## config.mk

```make
export PLATFORM = sky130hd
export DESIGN_NAME = mul_div_unit_flat
export DESIGN_NICKNAME = d
export VERILOG_FILES = /design/src/rtl/rv32_pkg.sv /design/src/rtl/mul_div_unit_if.sv /design/src/rtl/div_step.sv /design/src/rtl/mul_div_unit.sv /design/src/flat_wrapper.sv
export SDC_FILE = /design/constraint.sdc
export NUM_CORES = 2
export LEC_CHECK = 0
export CAP_MARGIN = 10
export CORE_ASPECT_RATIO = 1.1
export CORE_MARGIN = 3
export CORE_UTILIZATION = 57
export DETAILED_ROUTE_END_ITERATION = 12
export GPL_ROUTABILITY_DRIVEN = 0
export PLACE_DENSITY = 0.79
export SLEW_MARGIN = 20
export SYNTH_ARGS = -nofsm -noshare
export SYNTH_HDL_FRONTEND = slang
export SYNTH_HIERARCHICAL = 1
export SYNTH_SLANG_ARGS = --single-unit
```

## constraint.sdc

```tcl
create_clock -name clk -period 11.7 [get_ports clk]
set_clock_uncertainty 0.05 [all_clocks]
set_input_delay 1.17 -clock clk [delete_from_list [all_inputs] [get_ports clk]]
set_output_delay 1.17 -clock clk [all_outputs]
set_load 0.02 [all_outputs]
```

## src/rtl/rv32_pkg.sv

```systemverilog
// rtl/rv32_pkg.sv - shared RV32 definitions for the M-extension execution unit
//
// Purpose : alu_sel codes of the M extension, the mul/div FSM state encoding,
//           the datapath width and small opcode-decoding helpers.
// Ports   : none (package)
package rv32_pkg;

  localparam int XLEN = 32;

  localparam logic [4:0] ALU_MUL    = 5'b01000;
  localparam logic [4:0] ALU_MULH   = 5'b01001;
  localparam logic [4:0] ALU_MULHSU = 5'b01010;
  localparam logic [4:0] ALU_MULHU  = 5'b01011;
  localparam logic [4:0] ALU_DIV    = 5'b01100;
  localparam logic [4:0] ALU_DIVU   = 5'b01101;
  localparam logic [4:0] ALU_REM    = 5'b01110;
  localparam logic [4:0] ALU_REMU   = 5'b01111;

  typedef enum logic [2:0] {
    ST_IDLE = 3'd0,
    ST_MUL  = 3'd1,
    ST_DIV  = 3'd2,
    ST_FIX  = 3'd3,
    ST_DONE = 3'd4
  } mdu_state_t;

  // All eight M-ops live in the 5'b01xxx block of the alu_sel space.
  function automatic logic is_m_op(input logic [4:0] sel);
    return sel[4:3] == 2'b01;
  endfunction

  function automatic logic is_mul_op(input logic [4:0] sel);
    return sel[4:2] == 3'b010;
  endfunction

  function automatic logic is_signed_div(input logic [4:0] sel);
    return (sel == ALU_DIV) || (sel == ALU_REM);
  endfunction

  function automatic logic is_rem_op(input logic [4:0] sel);
    return (sel == ALU_REM) || (sel == ALU_REMU);
  endfunction

endpackage

```

## src/rtl/mul_div_unit_if.sv

```systemverilog
// rtl/mul_div_unit_if.sv - request/response bundle between ID/EX and the mul/div unit
//
// Purpose : groups the operation request, flush and result/status signals.
// Ports   : slave  - the execution unit (consumes request, drives status)
//           master - the pipeline side (drives request, observes status)
interface mul_div_unit_if;
  import rv32_pkg::*;

  logic            start_in;
  logic [4:0]      alu_sel_in;
  logic [XLEN-1:0] operand1_in;
  logic [XLEN-1:0] operand2_in;
  logic            flush_in;
  logic [XLEN-1:0] result_out;
  logic            done_out;
  logic            busy_out;
  logic            stall_out;

  modport slave (
    input  start_in, alu_sel_in, operand1_in, operand2_in, flush_in,
    output result_out, done_out, busy_out, stall_out
  );

  modport master (
    output start_in, alu_sel_in, operand1_in, operand2_in, flush_in,
    input  result_out, done_out, busy_out, stall_out
  );

endinterface

```

## src/rtl/div_step.sv

```systemverilog
// rtl/div_step.sv - one combinational radix-2 restoring division step
//
// Purpose : shifts {rem,quo} left by one, trial-subtracts the divisor from the
//           widened partial remainder and keeps the difference when it does
//           not borrow, shifting the resulting quotient bit into quo.
// Ports   : i_rem/i_quo   - current partial remainder / dividend-quotient shift reg
//           i_divisor     - divisor magnitude
//           o_rem/o_quo   - values after this step
module div_step #(
  parameter int W = 32
) (
  input  logic [W-1:0] i_rem,
  input  logic [W-1:0] i_quo,
  input  logic [W-1:0] i_divisor,
  output logic [W-1:0] o_rem,
  output logic [W-1:0] o_quo
);

  // One extra bit: with an unsigned divisor near 2^W the shifted remainder
  // can exceed W bits before the subtract brings it back below the divisor.
  logic [W:0] w_shifted;
  logic [W:0] w_diff;
  logic       w_fits;
  logic       w_unused;

  assign w_shifted = {i_rem, i_quo[W-1]};
  assign w_fits    = w_shifted >= {1'b0, i_divisor};
  assign w_diff    = w_shifted - {1'b0, i_divisor};

  // The kept remainder is always below the divisor, so the top bit is zero.
  assign o_rem    = w_fits ? w_diff[W-1:0] : w_shifted[W-1:0];
  assign o_quo    = {i_quo[W-2:0], w_fits};
  assign w_unused = w_diff[W];

endmodule

```

## src/rtl/mul_div_unit.sv

```systemverilog
// rtl/mul_div_unit.sv - multi-cycle RV32M multiply/divide unit for the EX stage
//
// Purpose : single-cycle registered multiplies, 32-step restoring divides with
//           a sign-fixup cycle, and divide-by-zero / overflow short cuts.
// Ports   : clk   - clock
//           reset - asynchronous, active-high reset
//           bus   - request (start/alu_sel/operands/flush) and response
//                   (result/done/busy/stall), see mul_div_unit_if
module mul_div_unit #(
  parameter int XLEN      = rv32_pkg::XLEN,
  parameter int DIV_STEPS = 32
) (
  input  logic           clk,
  input  logic           reset,
  mul_div_unit_if.slave  bus
);
  import rv32_pkg::*;

  localparam int CW = $clog2(DIV_STEPS);
  localparam logic [CW-1:0] LAST_STEP = CW'(DIV_STEPS - 1);

  mdu_state_t      r_state;
  mdu_state_t      w_next_state;

  logic [4:0]      r_op;
  logic [XLEN-1:0] r_a;
  logic [XLEN-1:0] r_b;
  logic [XLEN-1:0] r_div;
  logic [XLEN-1:0] r_rem;
  logic [XLEN-1:0] r_quo;
  logic [CW-1:0]   r_count;
  logic            r_neg_q;
  logic            r_neg_r;
  logic [XLEN-1:0] r_result;

  logic            w_accept;
  logic            w_is_mul;
  logic            w_div_zero;
  logic            w_overflow;
  logic            w_special;
  logic            w_op1_neg;
  logic            w_op2_neg;
  logic [XLEN-1:0] w_op1_mag;
  logic [XLEN-1:0] w_op2_mag;
  logic [XLEN-1:0] w_sp_quo;
  logic [XLEN-1:0] w_sp_rem;
  logic [XLEN-1:0] w_step_rem;
  logic [XLEN-1:0] w_step_quo;
  logic            w_a_sgn;
  logic            w_b_sgn;
  logic [2*XLEN-1:0] w_a_ext;
  logic [2*XLEN-1:0] w_b_ext;
  logic [2*XLEN-1:0] w_product;
  logic [XLEN-1:0] w_mul_result;
  logic [XLEN-1:0] w_fix_quo;
  logic [XLEN-1:0] w_fix_rem;
  logic [XLEN-1:0] w_fix_result;

  // ---------------------------------------------------------------- accept
  assign w_accept = bus.start_in & is_m_op(bus.alu_sel_in) & ~bus.flush_in &
                    ((r_state == ST_IDLE) || (r_state == ST_DONE));

  assign w_is_mul   = is_mul_op(bus.alu_sel_in);
  assign w_div_zero = (bus.operand2_in == '0);
  assign w_overflow = is_signed_div(bus.alu_sel_in) &
                      (bus.operand1_in == {1'b1, {(XLEN-1){1'b0}}}) &
                      (bus.operand2_in == '1);
  assign w_special  = ~w_is_mul & (w_div_zero | w_overflow);

  assign w_op1_neg = is_signed_div(bus.alu_sel_in) & bus.operand1_in[XLEN-1];
  assign w_op2_neg = is_signed_div(bus.alu_sel_in) & bus.operand2_in[XLEN-1];
  assign w_op1_mag = w_op1_neg ? (~bus.operand1_in + 1'b1) : bus.operand1_in;
  assign w_op2_mag = w_op2_neg ? (~bus.operand2_in + 1'b1) : bus.operand2_in;

  // Special cases park their final answer in quo/rem with clear sign flags,
  // so the FIX cycle just selects it like any other divide result.
  assign w_sp_quo = w_div_zero ? '1 : {1'b1, {(XLEN-1){1'b0}}};
  assign w_sp_rem = w_div_zero ? bus.operand1_in : '0;

  // -------------------------------------------------------------- multiply
  assign w_a_sgn      = (r_op != ALU_MULHU);
  assign w_b_sgn      = (r_op == ALU_MUL) || (r_op == ALU_MULH);
  assign w_a_ext      = {{XLEN{w_a_sgn & r_a[XLEN-1]}}, r_a};
  assign w_b_ext      = {{XLEN{w_b_sgn & r_b[XLEN-1]}}, r_b};
  assign w_product    = w_a_ext * w_b_ext;
  assign w_mul_result = (r_op == ALU_MUL) ? w_product[XLEN-1:0]
                                          : w_product[2*XLEN-1:XLEN];

  // ---------------------------------------------------------------- divide
  div_step #(.W(XLEN)) u_div_step (
    .i_rem     (r_rem),
    .i_quo     (r_quo),
    .i_divisor (r_div),
    .o_rem     (w_step_rem),
    .o_quo     (w_step_quo)
  );

  assign w_fix_quo    = r_neg_q ? (~r_quo + 1'b1) : r_quo;
  assign w_fix_rem    = r_neg_r ? (~r_rem + 1'b1) : r_rem;
  assign w_fix_result = is_rem_op(r_op) ? w_fix_rem : w_fix_quo;

  // ------------------------------------------------------ FSM: state reg
  always_ff @(posedge clk or posedge reset) begin
    if (reset) begin
      r_state <= ST_IDLE;
    end else begin
      r_state <= w_next_state;
    end
  end

  // ----------------------------------------------------- FSM: next state
  always_comb begin
    w_next_state = r_state;
    if (bus.flush_in) begin
      w_next_state = ST_IDLE;
    end else begin
      case (r_state)
        ST_IDLE, ST_DONE: begin
          if (!w_accept)      w_next_state = ST_IDLE;
          else if (w_is_mul)  w_next_state = ST_MUL;
          else if (w_special) w_next_state = ST_FIX;
          else                w_next_state = ST_DIV;
        end
        ST_MUL:  w_next_state = ST_DONE;
        ST_DIV:  if (r_count == LAST_STEP) w_next_state = ST_FIX;
        ST_FIX:  w_next_state = ST_DONE;
        default: w_next_state = ST_IDLE;
      endcase
    end
  end

  // --------------------------------------------------------- FSM: outputs
  always_comb begin
    bus.busy_out   = (r_state == ST_MUL) || (r_state == ST_DIV) || (r_state == ST_FIX);
    bus.done_out   = (r_state == ST_DONE);
    bus.stall_out  = w_accept | bus.busy_out;
    bus.result_out = r_result;
  end

  // ------------------------------------------------------------- datapath
  always_ff @(posedge clk or posedge reset) begin
    if (reset) begin
      r_op    <= '0;
      r_a     <= '0;
      r_b     <= '0;
      r_div   <= '0;
      r_rem   <= '0;
      r_quo   <= '0;
      r_count <= '0;
      r_neg_q <= 1'b0;
      r_neg_r <= 1'b0;
    end else if (w_accept) begin
      r_op    <= bus.alu_sel_in;
      r_a     <= bus.operand1_in;
      r_b     <= bus.operand2_in;
      r_count <= '0;
      if (w_is_mul) begin
        r_neg_q <= 1'b0;
        r_neg_r <= 1'b0;
      end else if (w_special) begin
        r_quo   <= w_sp_quo;
        r_rem   <= w_sp_rem;
        r_neg_q <= 1'b0;
        r_neg_r <= 1'b0;
      end else begin
        r_quo   <= w_op1_mag;
        r_rem   <= '0;
        r_div   <= w_op2_mag;
        r_neg_q <= w_op1_neg ^ w_op2_neg;
        r_neg_r <= w_op1_neg;
      end
    end else if (r_state == ST_DIV) begin
      r_rem   <= w_step_rem;
      r_quo   <= w_step_quo;
      r_count <= r_count + CW'(1);
    end
  end

  // result_out only moves on the edge that enters DONE; a flush blocks it.
  always_ff @(posedge clk or posedge reset) begin
    if (reset) begin
      r_result <= '0;
    end else if (!bus.flush_in) begin
      if (r_state == ST_MUL)      r_result <= w_mul_result;
      else if (r_state == ST_FIX) r_result <= w_fix_result;
    end
  end

endmodule

```

## src/flat_wrapper.sv

```systemverilog
// flat-port wrapper written by rule: the top's interface ports become plain ports
module mul_div_unit_flat import rv32_pkg::*;
#(
  parameter int XLEN      = rv32_pkg::XLEN,
  parameter int DIV_STEPS = 32
)
  (clk, reset, bus_start_in, bus_alu_sel_in, bus_operand1_in, bus_operand2_in, bus_flush_in, bus_result_out, bus_done_out, bus_busy_out, bus_stall_out);
  mul_div_unit_if bus_i ();
  input  logic clk;
  input  logic reset;
  input wire logic [$bits(bus_i.start_in)-1:0] bus_start_in;
  input wire logic [$bits(bus_i.alu_sel_in)-1:0] bus_alu_sel_in;
  input wire logic [$bits(bus_i.operand1_in)-1:0] bus_operand1_in;
  input wire logic [$bits(bus_i.operand2_in)-1:0] bus_operand2_in;
  input wire logic [$bits(bus_i.flush_in)-1:0] bus_flush_in;
  output wire logic [$bits(bus_i.result_out)-1:0] bus_result_out;
  output wire logic [$bits(bus_i.done_out)-1:0] bus_done_out;
  output wire logic [$bits(bus_i.busy_out)-1:0] bus_busy_out;
  output wire logic [$bits(bus_i.stall_out)-1:0] bus_stall_out;
  assign bus_i.start_in = bus_start_in;
  assign bus_i.alu_sel_in = bus_alu_sel_in;
  assign bus_i.operand1_in = bus_operand1_in;
  assign bus_i.operand2_in = bus_operand2_in;
  assign bus_i.flush_in = bus_flush_in;
  assign bus_result_out = bus_i.result_out;
  assign bus_done_out = bus_i.done_out;
  assign bus_busy_out = bus_i.busy_out;
  assign bus_stall_out = bus_i.stall_out;
  mul_div_unit #(.XLEN(XLEN), .DIV_STEPS(DIV_STEPS)) u_core (.clk(clk), .reset(reset), .bus(bus_i));
endmodule
```

## Word level (Yosys, flattened, before mapping)

Cells that the tools add are included.
W data, S select, Z words.

- Register bits: 207
- Input bits: 73
- Output and inout bits: 35
- Word-level logic and storage cells: 103

- $add $sub $neg: 6
- $mul: 1
- Magnitude comparators: 1
- Equality and inequality tests: 18
- Muxes and demuxes: 31
- Bitwise operators: 20
- Reductions and logical operators: 15

Operators with widths:

| cell | number |
|---|---|
| $mux W32 | 18 |
| $add A32 B1 Y32 const B | 4 |
| $not A32 Y32 | 4 |
| $eq A32 B32 Y1 const B | 2 |
| $mul A33 B33 Y64 | 1 |
| $ge A33 B32 Y1 | 1 |
| $logic_not A32 Y1 | 1 |
| $sub A32 B32 Y32 | 1 |
| $mux W31 | 1 |
| $eq A5 B4 Y1 const B | 6 |
| $mux W3 | 4 |
| $and A1 B1 Y1 | 10 |
| $mux W5 | 2 |
| $eq A3 B2 Y1 const B | 3 |
| $pmux W3 S3 | 1 |
| $logic_or A1 B1 Y1 | 6 |
| $add A5 B1 Y5 const B | 1 |
| $eq A5 B5 Y1 const B | 1 |
| $mux W1 | 5 |
| $ne A5 B4 Y1 const B | 1 |
| $reduce_and A2 Y1 | 2 |
| $reduce_bool A2 Y1 | 2 |
| $reduce_or A2 Y1 | 2 |
| $eq A3 B1 Y1 const B | 1 |
| 9 further kinds | 12 |

## Logic depth before layout (Yosys ltp)

- Depth in word-level cells: 11
- Depth in mapped cells: 30

## Hierarchy

The synthesis kept the hierarchy.

Modules (own cells, without submodules):

| module | instances | cells each | area an instance (um^2) | sequential area each (um^2) |
|---|---|---|---|---|
| mul_div_unit | 1 | 5640 | 49730.2 | 5180.0 |
| div_step | 1 | 355 | 2571.2 | 0.0 |

## Worst setup path after synthesis

Ideal clock, no wire load.

- Kind: reg2reg
- Start point: register u_core.r_op[4]
- End point: register u_core.r_result[24], in the netlist u_core/bus.result_out[24]
- Setup time: 0.125 ns
- Data arrival time: 8.283 ns
- Path slack: 3.242 ns
- Cell stages (with the launch flop): 26
- Path through: dfrtp_1 -> nand2b_1 -> o31a_1 -> clkbuf_1 -> nand2_1 -> inv_1 -> fa_1 -> fa_1 -> fa_1 -> inv_1 -> fa_1 -> fa_1 -> fa_1 -> fa_1 -> fa_1 -> inv_1 -> ha_1 -> clkbuf_1 -> a21oi_1 -> nor2b_1 -> or3_1 -> a2111oi_1 -> o211ai_1 -> a21boi_1 -> mux2_2 -> a2111oi_0

- Longest elaborated chain between the ends: 6
- Elaborated cells on any way between the ends: 14
- Those cells by class: mul (1); eq/ne (5); mux (4); bitwise (2); reduce/logical (2)

Ends and longest elaborated chain:

| item | RTL line | source |
|---|---|---|
| start: declaration | mul_div_unit.sv:25 | `logic [4:0] r_op;` |
| start signal: assignment | mul_div_unit.sv:153 | `r_op <= bus.alu_sel_in;` |
| $eq A5 B4 Y1, on equally long branches | mul_div_unit.sv:82, mul_div_unit.sv:86 |  |
| $logic_or A1 B1 Y1 | mul_div_unit.sv:82 | `assign w_b_sgn = (r_op == ALU_MUL) \|\| (r_op == ALU_MULH);` |
| $and A1 B1 Y1 | mul_div_unit.sv:84 | `assign w_b_ext = {{XLEN{w_b_sgn & r_b[XLEN-1]}}, r_b};` |
| $mul A33 B33 Y64 | mul_div_unit.sv:85 | `assign w_product = w_a_ext * w_b_ext;` |
| $mux W32 | mul_div_unit.sv:86 | `assign w_mul_result = (r_op == ALU_MUL) ? w_product[XLEN-1:0]` |
| $mux W32 * | mul_div_unit.sv:184 | `if (r_state == ST_MUL) r_result <= w_mul_result;` |
| end signal: assignment | mul_div_unit.sv:184 |  |
| end signal: assignment | mul_div_unit.sv:185 | `else if (r_state == ST_FIX) r_result <= w_fix_result;` |
| end: declaration | mul_div_unit.sv:34 | `logic [XLEN-1:0] r_result;` |

Mark *: on every way between the ends. The rest lies on a longest branch, timed or not. The select of a mux whose other input is x is not followed.
A chain may end at the register's enable or synchronous reset.

## Final worst setup path

Ends and elaborated chain as after synthesis.

==> flow_summary.toml <==
[clocking]
cts.clk_slew.worst_paths_ns = 0.06
post_cts_buffers = 0
cts_tree = "yes"
numClockSinks = 207
hold_buffers = 0
cts_buffers = 23
cts_resized = 0
clock_latency_ns = 0.53
htree_levels = 1
clockBufferDepth = 3
cts_root_buf = "clkbuf_16"

[synthesis]
synth_top_family_by_area = "adder cells"
syn_inst = 5995
syn_avg_cell_area_um2 = 8.72
synth_area_leaders = "fa_1 43%, dfrtp_1 9.9%, inv_1 8.2%, nand2_1 8.0%, ha_1 6.0%"
postSynth.asyncResetShare_pct = 100
yosysWarnings = 6
syn_area_um2 = 52300
synth_ff_type = "dfrtp_1"
ys_ff_latch = 207
synthAdderAreaFrac_pct = 49.1
synth_edf_count = 0
synth_compound_area_share_pct = 8.59
synth-seq-area-share_pct = 9.90
yosys.area.top_type_share_pct = 43.1
synthXorXnorAreaFrac_pct = 3.48
synth_mux_area_share_pct = 1.02
synth_top_area_cell = "fa_1"
yosysUniqueCellTypes = 90
synth-simple-area-share_pct = 16.7
syn_nets = 7445

[timing]
worst_pin_slew_ns = 1.08
hold_viol_final = 0
hold_slack_ns = 0.428
relSlewSlack_pct = 27.6
post-route-period-util_pct = 82.2
max_freq_ghz = 0.104
tns_ns = 0
final.setup.worst_slack_ns = 2.09
final.min_clock_period_ns = 9.61
slew_viol_final = 0
rsz0062_at_grt = "no"
setup_viol = 0

[setup_path]
r2r_slack_ns = 2.09
worstSetupPathType = "flop to flop"
endpoint_kind = "flop"
worstPathRequired_ns = 12.04
reg2reg_to = "u_core/bus.result_out[24]"
arrival_ns = 9.96
r2r-start = "u_core/r_op[4]"
r2r.worst_path.cells = 24
cp-start-kind = "flop"
cp_max_fo = 32

[global_routing]
antenna_found_initial = 3
grt_max_degree = 138
grt_pass1_wl_mm = 234
grt_usage_pct = 31.2
grt_pass1_vias = 44300
gr-total-overflow = 0

[finish]
diodes = 0
final_cell_mix = "1,148 x inv_1, 1,125 x fa_1, 1,113 x nand2_1"
layout_commonest_cell = "inv_1"
layout-drive-gt1-share_pct = 3.49
layout.nets = 7287
fillers = 7518
finish.utilization_pct = 60.7
area_growth_syn_to_layout_pct = 4.66

[die]
die_w_um = 295
fp.coreArea_um2 = 90200
fp.dieArea_um2 = 95400
ioPinCount = 108
die_h_um = 324
rows = 115
start_util_pct = 58.0

[routing]
drtAntennaViolNets = 0
dr.first_iter.drc_count = 3732
drcViolationCount = 0
viasPerCell = 5.93
wl_per_cell_um = 20.6
dr.pass1.iters = 6
route.final.wire_length_mm = 145
vias = 41600

[min_path]
hp-class = "flop to flop"
min_from = "u_core/r_a[27]"
holdPathStages = 2
hold_end = "u_core/r_a[27]"

[placed_design]
io_buffers = 107
post-place-ws_ns = 2.24
hpwl_mm = 115

[job]
cap_viol_max_count = 0

[status]
status = "finished, final reports clean"
worst max path at each step:
stage,startpoint,end,slack [ns]
final,u_core/r_op[4],u_core/bus.result_out[24],2.09
after global routing,u_core/r_op[4],u_core/bus.result_out[24],1.49
after CTS,u_core/r_op[4],u_core/bus.result_out[24],2.19
after detailed placement,u_core/r_op[4],u_core/bus.result_out[24],2.24
after global placement,u_core/r_op[4],u_core/bus.result_out[24],2.51
after floorplan,u_core/r_op[4],u_core/bus.result_out[24],3.24
critical path, stage by stage, from the launching register on:
cell and delay (ns):
dfrtp_1 0.38, nand2b_1 0.20, o31a_1 0.29, buf_4 0.24
nand2_1 0.16, inv_1 0.10, fa_1 0.57, fa_1 0.67
fa_2 0.56, inv_1 0.38, fa_1 0.52, fa_1 0.52
fa_1 0.57, fa_1 0.42, fa_1 0.49, inv_1 0.04
ha_1 0.36, a21oi_1 0.22, nor2b_1 0.08, or3_1 0.32
a2111oi_1 0.83, o211ai_1 0.31, a21boi_1 0.43, mux2_2 0.38
a2111oi_0 0.37
registers in the layout, indices dropped and copies added, names as in the netlist:
name                   flops
u_core/bus.result_out     32
u_core/r_a                32
u_core/r_b                32
u_core/r_div              32
u_core/r_quo              32
u_core/r_rem              32
u_core/r_count             5
u_core/r_op                5
u_core/r_state             3
u_core/r_neg_q             1
u_core/r_neg_r             1
metal layers:
layer	track usage (%)	up-vias	routed length, um
li1	-	17900	-
met1	39.3	21100	52300
met2	53.0	2170	70700
met3	3.70	526	12200
met4	16.9	2	9650
met5	0	-	13
Yosys cell counts (all sizes together), types with 26 or more instances:
| cell | count |
|---|---|
| nand2 | 1113 |
| and3 | 45 |
| ha | 251 |
| and2 | 334 |
| inv | 1150 |
| nor2 | 193 |
| fa | 1126 |
| nand3 | 27 |
| buf | 48 |
| nor3 | 34 |
| o21ai | 237 |
| dfrtp | 207 |
| o31ai | 43 |
| a31oi | 26 |
| mux2 | 33 |
| clkbuf | 325 |
| xor2 | 80 |
| a21oi | 205 |
| nand4 | 33 |
| xnor2 | 128 |
| a21o | 41 |
per-stage QoR:
step,std cells,area [um2]
6_report,7023,54700
5_1_grt,7023,54700
4_1_cts,7023,54700
3_5_place_dp,6982,53900
3_3_place_gp,6982,53900
2_1_floorplan,5995,52300
cell type report:
cell class | instances | area, um2 | share of cell area [%]
tap | 1170 | 1460 | 2.67
multi-input combinational | 4265 | 41300 | 75.4
sequential | 207 | 5180 | 9.47
clock buffer | 27 | 621 | 1.13
inverter | 1150 | 4320 | 7.90
timing repair buffer | 190 | 1700 | 3.10
clock inverter | 14 | 166 | 0.304
cells by family (layout without fill, tap and decap cells):
logic type	after synthesis	after routing
AO/OA/AOI/OAI	726	726
XOR/XNOR	208	208
adder cells (fa/ha/maj)	1377	1377
buffers and inverters	1523	1381
flip-flops	207	207
multiplexers	46	46
AND/OR/NAND/NOR	1908	1908
Power is left out: the tool's default activity adds up to more than one toggle a clock period on the data nets, which glitch-free logic cannot reach.
